## src/rtl/mux_scanner_if.sv

```systemverilog
// Handshake and sample bus between the channel scanner, the 4:1 mux and control logic.
// The slave side is the scanner itself; the master side is the surrounding logic.
interface mux_scanner_if;
    logic       start;
    logic       o_in;
    logic       s0;
    logic       s1;
    logic       busy;
    logic       done;
    logic [3:0] data;

    modport master (
        output start,
        output o_in,
        input  s0,
        input  s1,
        input  busy,
        input  done,
        input  data
    );

    modport slave (
        input  start,
        input  o_in,
        output s0,
        output s1,
        output busy,
        output done,
        output data
    );
endinterface

```

## src/rtl/mux_scanner.sv

```systemverilog
// Steps the 4:1 mux selects through channels 0..3, samples o after SETTLE cycles
// per channel, and publishes the 4-bit snapshot with a one-cycle done pulse.
module mux_scanner #(
    parameter int SETTLE = 2
) (
    input  logic          clk,
    input  logic          rst_n,
    mux_scanner_if.slave  bus
);

    localparam logic [3:0] CNT_LAST = 4'(SETTLE - 1);

    typedef enum logic {IDLE, WAIT} state_t;

    state_t     state, state_nxt;
    logic [1:0] ch, ch_nxt;
    logic [3:0] cnt, cnt_nxt;
    logic [2:0] shadow, shadow_nxt;
    logic [3:0] data, data_nxt;
    logic       busy, busy_nxt;
    logic       done, done_nxt;

    always_ff @(posedge clk or negedge rst_n) begin
        if (!rst_n) begin
            state  <= IDLE;
            ch     <= 2'd0;
            cnt    <= 4'd0;
            shadow <= 3'd0;
            data   <= 4'd0;
            busy   <= 1'b0;
            done   <= 1'b0;
        end else begin
            state  <= state_nxt;
            ch     <= ch_nxt;
            cnt    <= cnt_nxt;
            shadow <= shadow_nxt;
            data   <= data_nxt;
            busy   <= busy_nxt;
            done   <= done_nxt;
        end
    end

    always_comb begin
        state_nxt  = state;
        ch_nxt     = ch;
        cnt_nxt    = cnt;
        shadow_nxt = shadow;
        data_nxt   = data;
        busy_nxt   = busy;
        done_nxt   = 1'b0;
        unique case (state)
            IDLE: begin
                if (bus.start) begin
                    state_nxt = WAIT;
                    ch_nxt    = 2'd0;
                    cnt_nxt   = 4'd0;
                    busy_nxt  = 1'b1;
                end
            end
            WAIT: begin
                if (cnt != CNT_LAST) begin
                    cnt_nxt = cnt + 4'd1;
                end else if (ch != 2'd3) begin
                    // Channels 0..2 park in the shadow until the last sample arrives.
                    case (ch)
                        2'd0:    shadow_nxt[0] = bus.o_in;
                        2'd1:    shadow_nxt[1] = bus.o_in;
                        default: shadow_nxt[2] = bus.o_in;
                    endcase
                    ch_nxt  = ch + 2'd1;
                    cnt_nxt = 4'd0;
                end else begin
                    data_nxt  = {bus.o_in, shadow};
                    done_nxt  = 1'b1;
                    busy_nxt  = 1'b0;
                    ch_nxt    = 2'd0;
                    cnt_nxt   = 4'd0;
                    state_nxt = IDLE;
                end
            end
            default: state_nxt = IDLE;
        endcase
    end

    // Select lines come straight off the channel register, so they rest on channel a in IDLE.
    assign bus.s0   = ch[1];
    assign bus.s1   = ch[0];
    assign bus.busy = busy;
    assign bus.done = done;
    assign bus.data = data;

endmodule

```

## src/flat_wrapper.sv

```systemverilog
// flat-port wrapper written by rule: the top's interface ports become plain ports
module mux_scanner_flat 
#(
    parameter int SETTLE = 2
)
  (clk, rst_n, bus_start, bus_o_in, bus_s0, bus_s1, bus_busy, bus_done, bus_data);
  mux_scanner_if bus_i ();
  input  logic clk;
  input  logic rst_n;
  input wire logic [$bits(bus_i.start)-1:0] bus_start;
  input wire logic [$bits(bus_i.o_in)-1:0] bus_o_in;
  output wire logic [$bits(bus_i.s0)-1:0] bus_s0;
  output wire logic [$bits(bus_i.s1)-1:0] bus_s1;
  output wire logic [$bits(bus_i.busy)-1:0] bus_busy;
  output wire logic [$bits(bus_i.done)-1:0] bus_done;
  output wire logic [$bits(bus_i.data)-1:0] bus_data;
  assign bus_i.start = bus_start;
  assign bus_i.o_in = bus_o_in;
  assign bus_s0 = bus_i.s0;
  assign bus_s1 = bus_i.s1;
  assign bus_busy = bus_i.busy;
  assign bus_done = bus_i.done;
  assign bus_data = bus_i.data;
  mux_scanner #(.SETTLE(SETTLE)) u_core (.clk(clk), .rst_n(rst_n), .bus(bus_i));
endmodule
```

## config.mk

```make
export PLATFORM = sky130hd
export DESIGN_NAME = mux_scanner_flat
export DESIGN_NICKNAME = d
export VERILOG_FILES = /design/src/rtl/mux_scanner_if.sv /design/src/rtl/mux_scanner.sv /design/src/flat_wrapper.sv
export SDC_FILE = /design/constraint.sdc
export NUM_CORES = 1
export LEC_CHECK = 0
export CORE_MARGIN = 2
export CORE_UTILIZATION = 40
export CTS_BUF_LIST = sky130_fd_sc_hd__clkbuf_8
export DETAILED_ROUTE_END_ITERATION = 7
export MAX_ROUTING_LAYER = met4
export PLACE_DENSITY = 0.6
export SYNTH_ARGS = -nofsm -noshare
export SYNTH_HDL_FRONTEND = slang
export SYNTH_SLANG_ARGS = --single-unit
```

## constraint.sdc

```tcl
create_clock -name clk -period 3.1 [get_ports clk]
set_input_delay 0.465 -clock clk [delete_from_list [all_inputs] [get_ports clk]]
set_output_delay 0.465 -clock clk [all_outputs]
set_load 0.005 [all_outputs]
```

Word level (Yosys, flattened, before mapping) --
Index checks and enable logic that the tools add are counted. Widths: inputs -> output; s select.
Storage, ports and cells: bits in registers 16, output and inout port bits 8, logic and storage cells 47, bits in read-only memories 0, RAM bits 0, input bits 4, bits in latches 0, memories 0
Cells by class: equal/unequal tests 6, multiplexer cells 18, add/subtract/negate cells 2, magnitude comparators 0, div/mod/pow operators 0, shifts and indexed selects 0, multiply operators 0, bitwise logic cells 4, reduce and logical (&&, ||, !) cells 8
Operators with widths (number):
- $reduce_and 4->1 | 3
- $mux 1 | 9
- $mux 4 | 2
- $ne 2x2->1 const B | 4
- $pmux 4 s2 | 1
- $mux 2 | 3
- $reduce_and 3->1 | 2
- $add 4x1->4 const B | 1
- $ne 4x1->1 const B | 1
- $not 1->1 | 4
- $pmux 1 s2 | 2
- $pmux 2 s2 | 1
- $add 2x1->2 const B | 1
- $eq 2x1->1 const B | 1
- $logic_not 2->1 | 1
- $reduce_and 2->1 | 1
- $reduce_or 2->1 | 1

Logic depth before layout (Yosys ltp) --
Gate-level depths: netlist of the first run.
depth after elaboration 4, depth in mapped cells 6, gate-level depth less buffers 6

Worst setup path after synthesis of the first run --
OpenSTA, ideal clock, no wires.
path kind flip-flop to flip-flop, start point register u_core.cnt[1], end point register u_core.data[1], in the netlist u_core.bus.data[1], cell stages (with the launch flop) 7, clock period less this slack 1.436 ns, setup slack 1.664 ns, path buffers 0, arrival 1.308 ns, setup time 0.127 ns, cells stage by stage dfrtp_1 -> inv_1 -> ha_1 -> and4bb_4 -> nand2_4 -> inv_4 -> mux2_1
On the way: word-level cells in the longest chain between the ends 3
Ends and longest elaborated chain:
- start, declared | RTL line mux_scanner.sv:17 | logic [3:0] cnt, cnt_nxt;
- start signal, assigned | RTL line mux_scanner.sv:35 | cnt <= cnt_nxt;
- $ne 4x1->1 | RTL line mux_scanner.sv:61 | if (cnt != CNT_LAST) begin
- $not 1->1 (no source line)
- $reduce_and 3->1 (no source line)
- end signal, assigned | RTL line mux_scanner.sv:37 | data <= data_nxt;
- end, declared | RTL line mux_scanner.sv:19 | logic [3:0] data, data_nxt;
Every way passes these cells. A chain may end at the register's enable or synchronous reset.

Worst setup path after layout of the first run --
start point register u_core.ch[0], end point output port bus_s1
RTL lines:
- start, declared | RTL line mux_scanner.sv:16 | logic [1:0] ch, ch_nxt;
- start signal, assigned | RTL line mux_scanner.sv:34 | ch <= ch_nxt;
- end, declared | RTL line flat_wrapper.sv:13 | output wire logic [$bits(bus_i.s1)-1:0] bus_s1;
No word-level cell between the ends.

==> flow_metrics.py, run 1 <==
metrics = {
    "logic_synthesis": {
        "syn_nets": 70,
        "yosys_warnings": 0,
        "synth.avg_cell_area_um2": 12.6,
        "synth.yosys.seq_area_share": 0.523,
        "postSynthCellCount": 61,
        "synth_cell_type_count": 24,
        "synth_area_um2": 766,
        "yosys_register_bits": 16,
    },
    "status": {
        "outcome": "finished clean",
    },
    "grt": {
        "grt_overflow": 0,
        "antenna_found_initial": 0,
        "grt_max_degree": 17,
        "gr-usage-all-layers": 0.148,
        "grt_pass1_vias": 471,
        "grt_first_pass_wirelength_mm": 2.14,
    },
    "drt": {
        "drcViolationCount": 0,
        "routed_wl_mm": 1.30,
        "final_antenna_net_count": 0,
        "via_per_inst": 4.92,
        "wire_per_inst_um": 12.8,
        "num_vias": 497,
        "first_pass_iters": 4,
        "drt_iter0_drc": 18,
    },
    "worst_setup_path": {
        "critical-path-top-delay-family": "buffers and inverters",
        "cp_slowest_cell": "clkdlybuf4s50_1",
        "required_ns": 2.63,
        "crit_path_end_kind": "output port",
        "r2r-end": "u_core.bus.data[2]$_DFFE_PN0P_",
        "cpPeakStageDelay_ns": 0.54,
        "ff2ff_path_depth": 6,
        "path_cells": "clkdlybuf4s50_1",
        "cp_max_fo": 6,
        "crit_buf_inv": 1,
        "r2r_start": "u_core.cnt[1]$_DFFE_PN0P_",
        "startpoint_type": "flip-flop",
        "timing.reg2reg.setup_slack_ns": 1.54,
        "criticalPathCategory": "reg2out",
        "worst_ep_arrival_time_ns": 1.23,
    },
    "cells_and_area": {
        "area_delta_synth_final_pct": 25.7,
        "drive_gt1_frac": 0.184,
        "fin_area_um2": 962,
        "antenna_cells": 0,
        "nets": 86,
    },
    "timing": {
        "fin_skew_ns": 0.00199,
        "rsz0062_at_grt": "no",
        "drv_slew": 0,
        "fin_crit_ns": 1.69,
        "finalSetupTns_ns": 0,
        "setup_viol": 0,
        "relSlewSlack": 0.533,
        "tightestPinTransition_ns": 0.699,
        "hold_slack_ns": 0.484,
        "hold_viol_final": 0,
        "fin_crit_sh": 0.547,
        "fmax_mhz": 590,
    },
    "clock_network": {
        "cts_tree": "yes",
        "h-tree-depth": 1,
        "cts_root_buffer": "clkbuf_8",
        "post_cts_buffers": 0,
        "numCtsBuffers": 3,
        "clk_latency_ns": 0.25,
        "clock-sinks": 16,
        "clkTransAtPathRegs_ns": 0.06,
        "cts-resized-gates": 0,
        "cts-hold-fix-buffers": 0,
        "clock_path_buffers": 2,
    },
    "placed_design": {
        "globalplace.congestion": 0.734,
        "portBuffers": 11,
        "hpwlAfterDp_um": 955,
        "dpl_cell_area_um2": 907,
    },
    "job": {
        "maxCapViolCount": 0,
    },
    "pwr": {
        "power.leakage_nw": 0.464,
        "ir_worst_vdd_mv": 0.404,
        "powerDensity_mw_per_mm2": 1020,
    },
    "floorplanning": {
        "die_x_um": 47.8,
        "dieArea_mm2": 0.00228,
        "die_height_um": 47.8,
        "std_cell_rows": 15,
        "io_pins": 12,
        "core_area_mm2": 0.00176,
        "start_util": 0.434,
    },
    "min_path": {
        "min_path_type": "reg2reg",
        "holdCritStartpoint": "u_core.bus.data[2]$_DFFE_PN0P_",
        "min_to": "u_core.bus.data[2]$_DFFE_PN0P_",
        "whs_path_depth": 1,
    },
}
-- cells in the final DEF, fill, tap and decap left out, drive strengths merged --
cell type      synthesis  layout
a21oi                  1       1
a22o                   1       1
a31oi                  1       1
and4bb                 1       1
clkbuf                 0       4
clkdlybuf4s50          0      11
dfrtp                 16      16
ha                     5       5
inv                    7       7
mux2                   7       7
mux2i                  1       1
nand2                  4       4
nand2b                 1       1
nand3                  1       1
nand3b                 2       2
nor2                   3       3
nor2b                  1       1
nor3                   1       1
nor3b                  1       1
o21ai                  3       3
o22ai                  2       2
o32ai                  1       1
or2b                   1       1
-- worst max-delay path by stage --
stage	from	cells after the start	to	slack, ns
floorplan	u_core.cnt[1]$_DFFE_PN0P_	6	u_core.bus.data[1]$_DFFE_PN0P_	1.66
global placement	bus_start	4	u_core.ch[0]$_DFFE_PN0P_	1.57
detailed placement	bus_start	4	u_core.ch[0]$_DFFE_PN0P_	1.56
CTS	u_core.ch[0]$_DFFE_PN0P_	1	bus_s1	1.40
global route	u_core.ch[0]$_DFFE_PN0P_	1	bus_s1	1.32
finish	u_core.ch[0]$_DFFE_PN0P_	1	bus_s1	1.41
-- flip-flops by register name (all words and copies together) (netlist names) --
name / count
u_core.bus.data: 4
u_core.cnt: 4
u_core.shadow: 3
u_core.ch: 2
u_core.bus.busy: 1
u_core.bus.done: 1
u_core.state: 1
-- report_power, final --
| group | switching (W) | total (W) | internal [W] | leakage [nW] |
|---|---|---|---|---|
| logic | 0.000164 | 0.000418 | 0.000253 | 0.244 |
| clock network | 0.0000670 | 0.000180 | 0.000113 | 0.0288 |
| registers | 0.0000783 | 0.000387 | 0.000308 | 0.192 |
-- kinds of logic after synthesis --
family                     count (synthesis)  synth area share
and+or+nand+nor                           16             0.144
DFF                                       16             0.523
AOI/OAI and AO/OA                          9            0.0735
muxes                                      8             0.141
buffers and inverters                      7            0.0376
adders and majority gates                  5            0.0817
-- cells in the mapped netlist (all sizes together) --
| library cell | instances | area share |
|---|---|---|
| o22ai | 2 | 0.016 |
| ha | 5 | 0.082 |
| and4bb | 1 | 0.021 |
| nor3b | 1 | 0.0098 |
| nand3 | 1 | 0.0065 |
| nor2b | 1 | 0.0082 |
| o21ai | 3 | 0.020 |
| a31oi | 1 | 0.0082 |
| mux2 | 7 | 0.13 |
| or2b | 1 | 0.0098 |
| inv | 7 | 0.038 |
| nand2b | 1 | 0.0082 |
| nand3b | 2 | 0.029 |
| nand2 | 4 | 0.029 |
| mux2i | 1 | 0.013 |
| a21oi | 1 | 0.0065 |
| nor3 | 1 | 0.0065 |
| nor2 | 3 | 0.015 |
| dfrtp | 16 | 0.52 |
| a22o | 1 | 0.011 |
| o32ai | 1 | 0.011 |
-- routing by layer --
layer	up-vias	part of all wire	track usage	wire length (um)
li1	242	-	-	-
met1	236	0.47	0.203	609
met2	15	0.47	0.200	605
met3	4	0.041	0.0226	53
met4	0	0.021	0.0973	27
met5	-	0	-	0
-- cell type report --
cell class | instances | area (um2)
Fill cell | 167 | 802
Sequential cell | 16 | 400
Multi-Input combinational cell | 38 | 337
Timing Repair Buffer | 11 | 110
Clock buffer | 4 | 55.1
Tap cell | 25 | 31.3
Inverter | 7 | 28.8
-- stage by stage --
stage                util  power, W  setup WS [ns]  instances
finish              0.545  0.000984           1.41        101
global placement    0.514  0.000797           1.57         97
global route        0.545   0.00107           1.32        101
CTS                 0.545   0.00100           1.40        101
floorplan               -  0.000644           1.66         61
detailed placement  0.514  0.000808           1.56         97
Power figures use the tool's default switching activity.
==> run 2, diff against run 1 <==
clock period = 1.7 ns   (was 3.1 ns; I/O delays follow)
==> flow_metrics.py, run 2 (synthesis results as in run 1) <==
metrics = {
    "timing": {
        "tightestPinTransition_ns": 0.406,
        "setup_viol": 0,
        "finalSetupTns_ns": 0,
        "fin_skew_ns": 0.00170,
        "fin_crit_sh": 0.894,
        "setup_slack_ns": 0.180,
        "hold_viol_final": 0,
        "fin_crit_ns": 1.52,
        "relSlewSlack": 0.729,
        "drv_slew": 0,
        "rsz0062_at_grt": "no",
        "hold_slack_ns": 0.320,
        "fmax_mhz": 658,
    },
    "drt": {
        "final_antenna_net_count": 0,
        "drcViolationCount": 0,
        "first_pass_iters": 2,
        "via_per_inst": 4.68,
        "num_vias": 482,
        "drt_iter0_drc": 2,
        "wire_per_inst_um": 12.2,
        "routed_wl_mm": 1.25,
    },
    "worst_setup_path": {
        "cp_slowest_cell": "dfrtp_1",
        "startpoint_type": "flip-flop",
        "worst_ep_arrival_time_ns": 1.65,
        "crit_buf_inv": 2,
        "timing.reg2reg.setup_slack_ns": 0.18,
        "cp_max_fo": 5,
        "required_ns": 1.83,
        "critical-path-top-delay-family": "flip-flops",
        "cpPeakStageDelay_ns": 0.40,
        "criticalPathCategory": "reg2reg",
        "path_cells": "inv_1, ha_1, and4bb_4, nand2_4, inv_4, mux2_1",
        "crit_path_end_kind": "flip-flop",
    },
    "floorplanning": {
        "dieArea_mm2": 0.00228,
        "core_area_mm2": 0.00176,
        "std_cell_rows": 15,
        "io_pins": 12,
        "start_util": 0.434,
        "die_height_um": 47.8,
        "die_x_um": 47.8,
    },
    "grt": {
        "grt_overflow": 0,
        "antenna_found_initial": 0,
        "grt_first_pass_wirelength_mm": 2.10,
        "grt_max_degree": 17,
        "grt_pass1_vias": 466,
        "gr-usage-all-layers": 0.143,
    },
    "clock_network": {
        "post_cts_buffers": 0,
        "cts-resized-gates": 0,
        "clock_path_buffers": 2,
        "h-tree-depth": 1,
        "cts_root_buffer": "clkbuf_8",
        "numCtsBuffers": 3,
        "clock-sinks": 16,
        "clk_latency_ns": 0.25,
        "clkTransAtPathRegs_ns": 0.06,
        "cts_tree": "yes",
        "cts-hold-fix-buffers": 0,
    },
    "cells_and_area": {
        "top_regs": "u_core.bus.data (4), u_core.cnt (4), u_core.shadow (3)",
        "area_delta_synth_final_pct": 27.6,
        "fin_cells": 103,
        "mostFrequentLayoutCell": "dfrtp_1",
        "nets": 88,
        "drive_gt1_frac": 0.205,
        "antenna_cells": 0,
        "mostFrequentLayoutCells": "dfrtp_1, clkdlybuf4s50_1, inv_1",
        "fillers": 170,
    },
    "pwr": {
        "ir_worst_vdd_mv": 0.863,
        "powerDensity_mw_per_mm2": 1830,
        "power.leakage_nw": 0.474,
        "total_power_w": 0.00179,
    },
    "placed_design": {
        "hpwlAfterDp_um": 955,
        "globalplace.congestion": 0.741,
        "preCtsSetupSlack_ns": 0.183,
        "portBuffers": 11,
        "dp.cells": 99,
    },
    "job": {
        "maxCapViolCount": 0,
    },
    "status": {
        "outcome": "finished clean",
    },
    "min_path": {
        "min_path_type": "in2async",
    },
}
==> run 2: cell count changes in the layout (fill, tap and decap cells not counted) <==
cell | previous run | this run
buf_4 | 0 | 2
==> run 2: layout make-up <==
| class | instances | area [um2] | area share |
|---|---|---|---|
| Clock buffer | 4 | 55.1 | 0.0563 |
| Inverter | 7 | 28.8 | 0.0294 |
| Multi-Input combinational cell | 38 | 337 | 0.344 |
| Sequential cell | 16 | 400 | 0.410 |
| Tap cell | 25 | 31.3 | 0.0320 |
| Timing Repair Buffer | 13 | 125 | 0.128 |
==> run 2: path summary, 6_finish.rpt <==
check / startpoint / cells after the start / to
worst min register to register: u_core.bus.data[2]$_DFFE_PN0P_ / 1 / u_core.bus.data[2]$_DFFE_PN0P_
worst min-delay path: rst_n / 2 / u_core.cnt[3]$_DFFE_PN0P_
worst max-delay path: u_core.cnt[1]$_DFFE_PN0P_ / 6 / u_core.bus.data[1]$_DFFE_PN0P_
min in group clk: u_core.bus.data[2]$_DFFE_PN0P_ / 1 / u_core.bus.data[2]$_DFFE_PN0P_
max in group asynchronous: rst_n / 2 / u_core.bus.data[0]$_DFFE_PN0P_
worst max register to register: u_core.cnt[1]$_DFFE_PN0P_ / 6 / u_core.bus.data[1]$_DFFE_PN0P_
==> run 2: stage by stage <==
step                 util  cell area (um2)
CTS                 0.554              977
floorplan               -              766
global route        0.554              977
finish              0.554              977
detailed placement  0.523              922
global placement    0.523              922
==> run 2: power breakdown <==
| part | switching [W] | internal, W | leakage, nW | total (W) |
|---|---|---|---|---|
| Combinational | 0.000292 | 0.000463 | 0.254 | 0.000754 |
| Clock | 0.000129 | 0.000206 | 0.0288 | 0.000334 |
| Sequential | 0.000140 | 0.000563 | 0.192 | 0.000702 |
==> run 2: metal layers <==
layer | vias to the layer above | wire length (um) | track usage
met1 | 226 | 632 | 0.190
met3 | 2 | 58 | 0.0340
li1 | 243 | - | -
met4 | 0 | 32 | 0.0811
met2 | 11 | 529 | 0.197
met5 | - | 0 | -
